File: src/rtl/reg_share_arbiter_pkg.sv
// Shared definitions for the display-register write arbiter and its picker.
// The round-robin build is selected with the ARB_RR_EN macro (see rr_pick4).
package reg_share_arbiter_pkg;

   localparam int NREQ = 4;
   localparam int DW   = 16;
   localparam int IW   = 2;

   typedef enum logic [1:0] {
      ST_IDLE  = 2'd0,
      ST_GRANT = 2'd1,
      ST_HOLD  = 2'd2
   } state_t;

   function automatic logic [NREQ-1:0] onehot4(input logic [IW-1:0] idx);
      logic [NREQ-1:0] vec;
      vec      = {NREQ{1'b0}};
      vec[idx] = 1'b1;
      return vec;
   endfunction

endpackage

File: src/rtl/reg_share_arbiter_rr_pick4.sv
// Combinational winner selection for four requesters.
// ARB_RR_EN defined: scan starts at ptr; undefined: lowest index wins.
module rr_pick4
   import reg_share_arbiter_pkg::*;
(
   input  logic [NREQ-1:0] req,
   input  logic [IW-1:0]   ptr,
   output logic [IW-1:0]   win,
   output logic            vld
);

`ifdef ARB_RR_EN
   // Descending scan so the position closest to ptr is the last assignment.
   always_comb begin
      logic [IW-1:0] idx;
      win = {IW{1'b0}};
      vld = |req;
      idx = {IW{1'b0}};
      for (int i = NREQ - 1; i >= 0; i--) begin
         idx = ptr + IW'(i);
         if (req[idx]) begin
            win = idx;
         end else begin
            win = win;
         end
      end
   end
`else
   logic ptr_unused_s;
   assign ptr_unused_s = ^ptr;

   // Fixed priority: descending scan leaves the lowest set index.
   always_comb begin
      win = {IW{1'b0}};
      vld = |req;
      for (int i = NREQ - 1; i >= 0; i--) begin
         if (req[i]) begin
            win = IW'(i);
         end else begin
            win = win;
         end
      end
   end
`endif

endmodule

File: src/rtl/reg_share_arbiter.sv
// Four-way write arbiter for the shared 16-bit display register (IDLE/GRANT/HOLD).
// Arbitration policy follows ARB_RR_EN inside rr_pick4.
module reg_share_arbiter
   import reg_share_arbiter_pkg::*;
#(
   parameter int HOLD_CYC = 2
)(
   input  logic              Clk,
   input  logic              Clrn,
   input  logic [NREQ-1:0]   Req,
   input  logic [NREQ*DW-1:0] Data,
   output logic [DW-1:0]     R,
   output logic [NREQ-1:0]   Gnt,
   output logic [NREQ-1:0]   Ack,
   output logic [IW-1:0]     Owner,
   output logic              Busy
);

   localparam logic [3:0] CNT_LOAD = 4'(HOLD_CYC - 1);

   state_t          state_r;
   logic [IW-1:0]   win_r;
   logic [IW-1:0]   ptr_r;
   logic [3:0]      cnt_r;
   logic [DW-1:0]   r_r;
   logic [NREQ-1:0] gnt_r;
   logic [NREQ-1:0] ack_r;
   logic [IW-1:0]   owner_r;
   logic            busy_r;

   logic [IW-1:0]   pick_win_s;
   logic            pick_vld_s;
   logic [DW-1:0]   data_sel_s;

   rr_pick4 u_pick (
      .req (Req),
      .ptr (ptr_r),
      .win (pick_win_s),
      .vld (pick_vld_s)
   );

   // Data slice of the latched winner, sampled only at the GRANT closing edge.
   always_comb begin
      data_sel_s = {DW{1'b0}};
      case (win_r)
         2'd0:    data_sel_s = Data[15:0];
         2'd1:    data_sel_s = Data[31:16];
         2'd2:    data_sel_s = Data[47:32];
         2'd3:    data_sel_s = Data[63:48];
         default: data_sel_s = {DW{1'b0}};
      endcase
   end

   // Arbitration FSM with all outputs registered.
   always_ff @(posedge Clk or negedge Clrn) begin
      if (!Clrn) begin
         state_r <= ST_IDLE;
         win_r   <= {IW{1'b0}};
         ptr_r   <= {IW{1'b0}};
         cnt_r   <= 4'd0;
         r_r     <= {DW{1'b0}};
         gnt_r   <= {NREQ{1'b0}};
         ack_r   <= {NREQ{1'b0}};
         owner_r <= {IW{1'b0}};
         busy_r  <= 1'b0;
      end else begin
         ack_r <= {NREQ{1'b0}};
         case (state_r)
            ST_IDLE: begin
               if (pick_vld_s) begin
                  win_r   <= pick_win_s;
                  gnt_r   <= onehot4(pick_win_s);
                  busy_r  <= 1'b1;
                  state_r <= ST_GRANT;
               end else begin
                  state_r <= ST_IDLE;
               end
            end
            ST_GRANT: begin
               gnt_r <= {NREQ{1'b0}};
               // A requester that dropped its line during GRANT aborts the write.
               if (Req[win_r]) begin
                  r_r     <= data_sel_s;
                  owner_r <= win_r;
                  ack_r   <= onehot4(win_r);
                  ptr_r   <= win_r + 2'd1;
                  cnt_r   <= CNT_LOAD;
                  state_r <= ST_HOLD;
               end else begin
                  busy_r  <= 1'b0;
                  state_r <= ST_IDLE;
               end
            end
            ST_HOLD: begin
               if (cnt_r == 4'd0) begin
                  busy_r  <= 1'b0;
                  state_r <= ST_IDLE;
               end else begin
                  cnt_r <= cnt_r - 4'd1;
               end
            end
            default: begin
               gnt_r   <= {NREQ{1'b0}};
               busy_r  <= 1'b0;
               state_r <= ST_IDLE;
            end
         endcase
      end
   end

   assign R     = r_r;
   assign Gnt   = gnt_r;
   assign Ack   = ack_r;
   assign Owner = owner_r;
   assign Busy  = busy_r;

endmodule

File: config.mk
export PLATFORM = sky130hd
export DESIGN_NAME = reg_share_arbiter
export DESIGN_NICKNAME = d
export VERILOG_FILES = /design/src/rtl/reg_share_arbiter_pkg.sv /design/src/rtl/reg_share_arbiter_rr_pick4.sv /design/src/rtl/reg_share_arbiter.sv
export SDC_FILE = /design/constraint.sdc
export NUM_CORES = 1
export LEC_CHECK = 0
export CAP_MARGIN = 20
export CORE_MARGIN = 5
export CORE_UTILIZATION = 44
export CTS_BUF_LIST = sky130_fd_sc_hd__clkbuf_8
export CTS_CLUSTER_SIZE = 20
export DETAILED_ROUTE_END_ITERATION = 6
export PLACE_DENSITY = 0.85
export SYNTH_ARGS = -nofsm -noshare
export SYNTH_HDL_FRONTEND = slang
export SYNTH_SLANG_ARGS = --single-unit
export TNS_END_PERCENT = 30
File: constraint.sdc
create_clock -name Clk -period 2.71 [get_ports Clk]
set_input_delay 0.542 -clock Clk [delete_from_list [all_inputs] [get_ports Clk]]
set_output_delay 0.542 -clock Clk [all_outputs]
set_load 0.02 [all_outputs]
======== Word level (Yosys, flattened, before mapping) ========
Cells that the tools add are included.
word-level totals
  bits in registers ....................... 35
  logic and storage cells ................. 62
  input port bits ......................... 70
  output and inout bits ................... 27
cells by class
  order comparisons ....................... 4
  mux-type cells .......................... 26
  bitwise gates (word level) .............. 1
  reduce and logical (&&, ||, !) cells .... 12
  equal/unequal tests ..................... 10
  add/subtract/negate cells ............... 1
operator list
  kind                 number
  $pmux 16 s4          1
  $mux 4               5
  $pmux 4 s2           2
  $mux 2               6
  $ne 2x2->1 const B   5
  $mux 1               7
  $eq 2x2->1 const B   3
  $lt 2x3->1 const B   2
  $pmux 2 s3           1
  $reduce_and 2->1     3
  $reduce_and 3->1     2
  $demux 1 s2          2
  $eq 2x1->1 const B   2
  $ge 2x1->1 const B   2
  $logic_not 2->1      2
  $logic_not 4->1      1
  $reduce_or 4->1      1
  $sub 4x1->4 const B  1
  $pmux 1 s3           1
  $bmux 1 s2           1
  $logic_and 1x1->1    2
  $reduce_bool 2->1    1
  $not 1->1            1

======== Logic depth before layout (Yosys ltp) ========
Gate-level depths: netlist of the first run.
  word-level depth ........................ 10
  depth in mapped cells ................... 5

======== Cells and area by module ========
Synthesis of the first run repeated with hierarchy kept, for this count alone.
unflattened totals
  cell total of the unflattened synthesis .. 204
  area, all modules ....................... 1889.3 µm²
modules (own cells, without submodules)
  module             cells an instance  area an instance (µm²)  instances
  reg_share_arbiter  197                1854.3                  1
  rr_pick4           7                  35.0                    1

======== Least setup slack after synthesis of the first run ========
Ideal clock, no wire load.
  kind .................................... input-to-reg
  from .................................... input Req[1]
  to ...................................... register r_r[10], in the netlist R[10]
  buffers on the path ..................... 1
  stages on the path ...................... 4
  arrival time ............................ 1.495 ns
  slack ................................... 1.090 ns
  cell sequence ........................... mux2i_1 > o32ai_2 > buf_4 > mux2_2
on the way
  cells in the longest elaborated chain, start to end .. 3
ends and longest elaborated chain
  item                          line                     RTL
  start: declaration            reg_share_arbiter.sv:10  input logic [NREQ-1:0] Req,
  $bmux 1 s2                    reg_share_arbiter.sv:82  if (Req[win_r]) begin
  $mux 1 (implied by the code)  reg_share_arbiter.sv:82
  $reduce_and 2->1 (no line)    --
  end signal: assignment        reg_share_arbiter.sv:61  r_r <= {DW{1'b0}};
  end signal: assignment        reg_share_arbiter.sv:83  r_r <= data_sel_s;
  end: declaration              reg_share_arbiter.sv:25  logic [DW-1:0] r_r;
No other way between the ends. The select of a mux whose other input is x is not followed.
A chain may end at the register's enable or synchronous reset.

======== Worst setup path after layout of the first run ========
  from .................................... input Req[1]
  to ...................................... register r_r[11], in the netlist R[11]
The elaborated chain is that of the path after synthesis.

==> impl_metrics.yaml, run 1 <==
clock_tree:
  insertion_delay_ns: 0.28
  cts_tree: "built"
  cts_hold_buf: 0
  clkTransAtPathRegs_ns: 0.07
  clock_sinks: 35
  cts_max_level: 2
  clockBufferDepth: 2
  postCtsSetupBuffers: 0
  cts.repair.resized: 0
  cts-root-buf: "clkbuf_8"
  cts_inserted_buffers: 5
floorplan:
  die_y_um: 75.14
  io_pins: 97
  coreArea_um2: 4058
  initial_core_util_pct: 46.01
  die_area_um2: 5645
  core.rowCount: 23
  die_w_um: 75.14
setup_path:
  crit_arrival_ns: 2.22
  crit_required_ns: 2.87
  reg2reg_depth: 5
  worst_setup_path_start_kind: "primary input"
  worst-path-max-fanout: 18
  path_class: "primary input to register"
  crit_path_end_kind: "register"
power:
  power_density_nw_per_um2: 995.4
  cellLeakagePower_nw: 1.206
  ir_drop_mv: 0.5800
drt:
  postRouteAntennaNets: 0
  vias_per_cell: 5.309
  vias: 1545
  first_iter_violations: 50
  drcViolationCount: 0
  routed_wl_mm: 5.138
  wl_per_cell_um: 17.66
  first_pass_iters: 4
timing:
  skew_ns: 0.002466
  tns_ns: 0
  fin_crit_sh_pct: 76.07
  period_needed_ns: 2.061
  rsz0062_at_grt: "no"
  finalHoldViolCount: 0
  setup_viol: 0
  fmax_mhz: 485.1
  hold_ws_ns: 0.3305
  relSlewSlack_pct: 48.85
  worst_pin_slew_ns: 0.7673
  final_max_slew_viol_count: 0
min_path:
  hold_path_class: "primary input to asynchronous set/reset pin"
place:
  io_buffers: 96
  gp_congestion: 0.7807
  hpwl_mm: 4.154
outcome:
  status: "finished clean"
final_layout:
  num_antenna_cells: 0
  drive_gt1_share_pct: 19.92
  syn_to_final_growth_pct: 59.72
  final_cell_mix: "95 x clkdlybuf4s50_1, 35 x dfrtp_1, 17 x mux2_2"
  final_common_cell: "clkdlybuf4s50_1"
  layout.nets: 311
  fillers: 290
synthesis:
  ys.flop_type: "dfrtp_1"
  async_flop_share_pct: 100.0
  synthDistinctLibCells: 34
  syn_area_um2: 1867
  ys_seq_area_share_pct: 46.92
  yosysWarnings: 0
  syn_inst: 139
  synth_seq_cells: 35
  synth_edf_count: 0
  avgSynthCellArea_um2: 13.43
  synth_nets: 210
grt:
  grt_pass1_vias: 1660
  gr-max-usage-layer: "met2"
  grt_start_max_net_pins: 36
  grt-ovfl-total: 0
  grt_util_met3_pct: 5.607
  grt_antenna_before_repair: 0
  grtUsageMet2_pct: 33.75
  gr-usage-met1_pct: 22.88
  grtUsageTotal_pct: 19.25
  grt_pass1_wl_mm: 8.010
flow_run:
  maxCapViolCount: 0
-- cell usage after synthesis (2+ instances only) --
| library cell | number | area share [%] |
|---|---|---|
| o21ai_0 | 3 | 0.80 |
| nand2_1 | 6 | 1.2 |
| buf_4 | 2 | 0.80 |
| inv_1 | 7 | 1.4 |
| mux2_2 | 17 | 10 |
| nor2b_1 | 2 | 0.67 |
| nand3b_1 | 2 | 0.80 |
| dfrtp_1 | 35 | 47 |
| o22ai_1 | 4 | 1.3 |
| a32o_1 | 2 | 1.1 |
| clkbuf_1 | 2 | 0.40 |
| mux2i_1 | 4 | 2.1 |
| nor3_1 | 4 | 1.1 |
| mux4_2 | 16 | 19 |
| and3b_1 | 2 | 0.94 |
| buf_2 | 3 | 0.80 |
| nor2_1 | 6 | 1.2 |
| nand2b_1 | 3 | 1.0 |
| o21a_1 | 2 | 0.80 |
| a21oi_1 | 3 | 0.80 |
-- flip-flops by register name, indices dropped and copies added (netlist names) --
register / cells
R: 16
Ack: 4
Gnt: 4
cnt_r: 4
Owner: 2
state_r: 2
win_r: 2
Busy: 1
-- through the flow --
stage	util (%)	area (um^2)	instances	power, mW	setup slack, ns
after floorplan	-	1867	139	1.960	1.090
after global placement	71.48	2900	283	2.611	0.4008
after detailed placement	71.48	2900	283	2.654	0.3476
after CTS	73.48	2982	291	3.006	0.6475
after global routing	73.48	2982	291	3.179	0.5619
final	73.48	2982	291	2.968	0.6486
-- metal layers --
layer	vias to the layer above	part of all wire, %	routed length, um
li1	732	-	-
met1	761	38	1943
met2	46	53	2725
met3	6	7.7	398
met4	0	1.4	71
met5	-	0	0
-- cells by family after synthesis --
group / Yosys count / synth area share [%]
AO/OA/AOI/OAI: 19 / 7.640
buffers and inverters: 15 / 3.619
AND/OR/NAND/NOR: 32 / 9.451
flip-flops: 35 / 46.92
adder cells (fa/ha/maj): 1 / 0.6701
multiplexers: 37 / 31.70
-- area by class of cell --
cell class	count	area (um^2)	area share, %
Clock buffer	5	68.82	2.308
Multi-Input combinational cell	89	934.6	31.35
Inverter	7	26.28	0.8812
Timing Repair Buffer	102	1001	33.57
Sequential cell	35	875.8	29.37
Clock inverter	3	12.51	0.4196
Tap cell	50	62.56	2.098
-- power by group --
part           total, mW  internal [mW]  switching [mW]
registers          0.929          0.750           0.179
clock network      0.346          0.173           0.173
logic               1.69          0.940           0.754
-- worst max-delay path, cell delays in order --
cell             delay (ns)
clkdlybuf4s50_1        0.56
mux2i_1                0.19
o32ai_4                0.27
buf_4                  0.29
mux2_2                 0.37
-- worst paths after layout --
path	slack [ns]	start	end
max in group asynchronous	1.88	Clrn	R[12]$_DFFE_PN0P_
min	0.33	Clrn	Ack[1]$_DFF_PN0_
min in group Clk	0.50	Gnt[1]$_DFFE_PN0P_	Gnt[1]$_DFFE_PN0P_
max reg2reg	0.87	win_r[0]$_DFFE_PN0P_	R[11]$_DFFE_PN0P_
max	0.65	Req[1]	R[11]$_DFFE_PN0P_
min reg2reg	0.50	Gnt[1]$_DFFE_PN0P_	Gnt[1]$_DFFE_PN0P_
Power figures use the tool's default switching activity.
==> run 2, diff against run 1 <==
--- a/config.mk
+++ b/config.mk
@@ -7,11 +7,11 @@
 export LEC_CHECK = 0
 export CAP_MARGIN = 20
 export CORE_MARGIN = 5
-export CORE_UTILIZATION = 44
+export CORE_UTILIZATION = 37
 export CTS_BUF_LIST = sky130_fd_sc_hd__clkbuf_8
 export CTS_CLUSTER_SIZE = 20
 export DETAILED_ROUTE_END_ITERATION = 6
-export PLACE_DENSITY = 0.85
+export PLACE_DENSITY = 0.76
 export SYNTH_ARGS = -nofsm -noshare
 export SYNTH_HDL_FRONTEND = slang
 export SYNTH_SLANG_ARGS = --single-unit
==> constraint.sdc (replaced) <==
create_clock -name Clk -period 1.7 [get_ports Clk]
set_input_delay 0.34 -clock Clk [delete_from_list [all_inputs] [get_ports Clk]]
set_output_delay 0.34 -clock Clk [all_outputs]
set_load 0.02 [all_outputs]
==> impl_metrics.yaml, run 2 (synthesized netlist as in run 1, its figures left out) <==
setup_path:
  reg2reg_from: "win_r[0]$_DFFE_PN0P_"
  crit_required_ns: 1.87
  worst_setup_path_start_kind: "primary input"
  worstPathCellList: "clkdlybuf4s50_1, mux2i_2, o32ai_4, buf_12, clkbuf_16, mux2_2"
  worstSetupStartpoint: "Req[1]"
  slowest_delay_ns: 0.51
  crit_arrival_ns: 1.86
  worst-path-max-fanout: 8
  crit_path_end_kind: "register"
  path_class: "primary input to register"
  cp_slowest_cell: "clkdlybuf4s50_1"
  worst-path-buf-inv: 3
  critical-path-top-delay-family: "buffers and inverters"
clock_tree:
  clkTransAtPathRegs_ns: 0.07
  cts_inserted_buffers: 5
  cts_max_level: 2
  clockBufferDepth: 2
  cts-root-buf: "clkbuf_8"
  clock_sinks: 35
  insertion_delay_ns: 0.29
  cts_tree: "built"
drt:
  routed_wl_mm: 5.253
  wl_per_cell_um: 16.31
  postRouteAntennaNets: 0
  first_iter_violations: 51
  first_pass_iters: 4
  drcViolationCount: 0
  vias: 1633
  vias_per_cell: 5.071
timing:
  relSlewSlack_pct: 71.43
  worst_pin_slew_ns: 0.4286
  setup_viol: 0
  fin_crit_sh_pct: 99.60
  rsz0062_at_grt: "yes"
  hold_ws_ns: 0.06986
  timing.final.ws_setup_ns: 0.006746
  skew_ns: 0.005132
  final_max_slew_viol_count: 0
  fmax_mhz: 590.6
  finalHoldViolCount: 0
  period_needed_ns: 1.693
floorplan:
  core.rowCount: 25
  coreArea_um2: 4817
  die_y_um: 81.03
  initial_core_util_pct: 38.75
  die_area_um2: 6566
  io_pins: 97
  die_w_um: 81.03
final_layout:
  final_core_util_pct: 67.01
  final_cell_mix: "95 x clkdlybuf4s50_1, 34 x dfrtp_1, 17 x mux2_2"
  syn_to_final_growth_pct: 72.92
  drive_gt1_share_pct: 27.06
  fillers: 394
  final_common_cell: "clkdlybuf4s50_1"
  stdcell_area_um2: 3228
  layout.nets: 325
  largest_reg_flops: 16
  num_antenna_cells: 0
power:
  power.total_mw: 5.313
  pwr-share-seq_pct: 27.2
  ir_drop_mv: 0.8583
  power_density_nw_per_um2: 1646
  clockPowerShare_pct: 14.3
  total_switching_power_mw: 1.872
  cellLeakagePower_nw: 1.308
  power_frac_comb_pct: 58.4
  switching_share_pct: 35.23
  p_int_mw: 3.441
flow_run:
  maxCapViolCount: 0
place:
  gp_congestion: 0.7336
  hpwl_mm: 3.990
  post_dp_cell_area_um2: 3009
  io_buffers: 96
  place_ws_ns: -0.3185
grt:
  grtUsageTotal_pct: 15.95
  grt_pass1_vias: 1735
  grt_antenna_before_repair: 0
  grt_start_max_net_pins: 36
  grt-ovfl-total: 0
  grt_pass1_wl_mm: 8.017
min_path:
  hold_path_class: "primary input to asynchronous set/reset pin"
outcome:
  status: "finished clean"
[run 2: cell types whose count changed in the layout (fill, tap and decap cells not counted), sizes merged]
cell    before  now
clkbuf       5    8
bufinv       0    1
buf          7   19
inv          9    7
[run 2: power by group through the flow]
stage	Clock, mW	Combinational, mW	Sequential [mW]
floorplan	0	1.39	1.73
global placement	0	2.84	1.43
detailed placement	0	2.89	1.44
CTS	0.779	2.90	1.43
global route	0.817	3.33	1.50
finish	0.761	3.11	1.45
[run 2: stage by stage]
stage	cells	TNS [ns]
after CTS	318	-0.1329
final	322	0
after global routing	322	-0.4890
after global placement	310	-6.099
after detailed placement	310	-6.799
after floorplan	139	0
[run 2: path summary, 6_finish.rpt]
check,end,slack (ns),cells after the start
max,R[0]$_DFFE_PN0P_,0.007,6
min,state_r[1]$_DFFE_PN0P_,0.07,2
max reg2reg,cnt_r[0]$_DFFE_PN0P_,0.02,6
min in group Clk,Owner[1]$_DFFE_PN0P_,0.50,1
min reg2reg,Owner[1]$_DFFE_PN0P_,0.50,1
max in group asynchronous,win_r[0]$_DFFE_PN0P_,1.30,2
[run 2: layout make-up]
cell class	count	area [um^2]	area share, %
Timing Repair Buffer	116	1170	36.24
Multi-Input combinational cell	89	953.4	29.53
Sequential cell	35	877.1	27.17
Tap cell	67	83.83	2.597
Clock buffer	6	82.58	2.558
Clock inverter	2	35.03	1.085
Inverter	7	26.28	0.8140
[run 2: repair_timing]
item                       4_1_cts  5_1_grt
setup endpoints to repair       17       20
buffers inserted                 0        2
cloned                           0        2
hold buffers                     0        0
pin swaps                        0        1
resized for setup                0        6
[run 2: metal layers]
metal	vias to the layer above	part of all wire, %	track usage, %
met2	74	51	26.85
met4	0	0.91	4.899
met5	-	0	0
li1	761	-	-
met3	4	10	5.543
met1	794	38	19.21
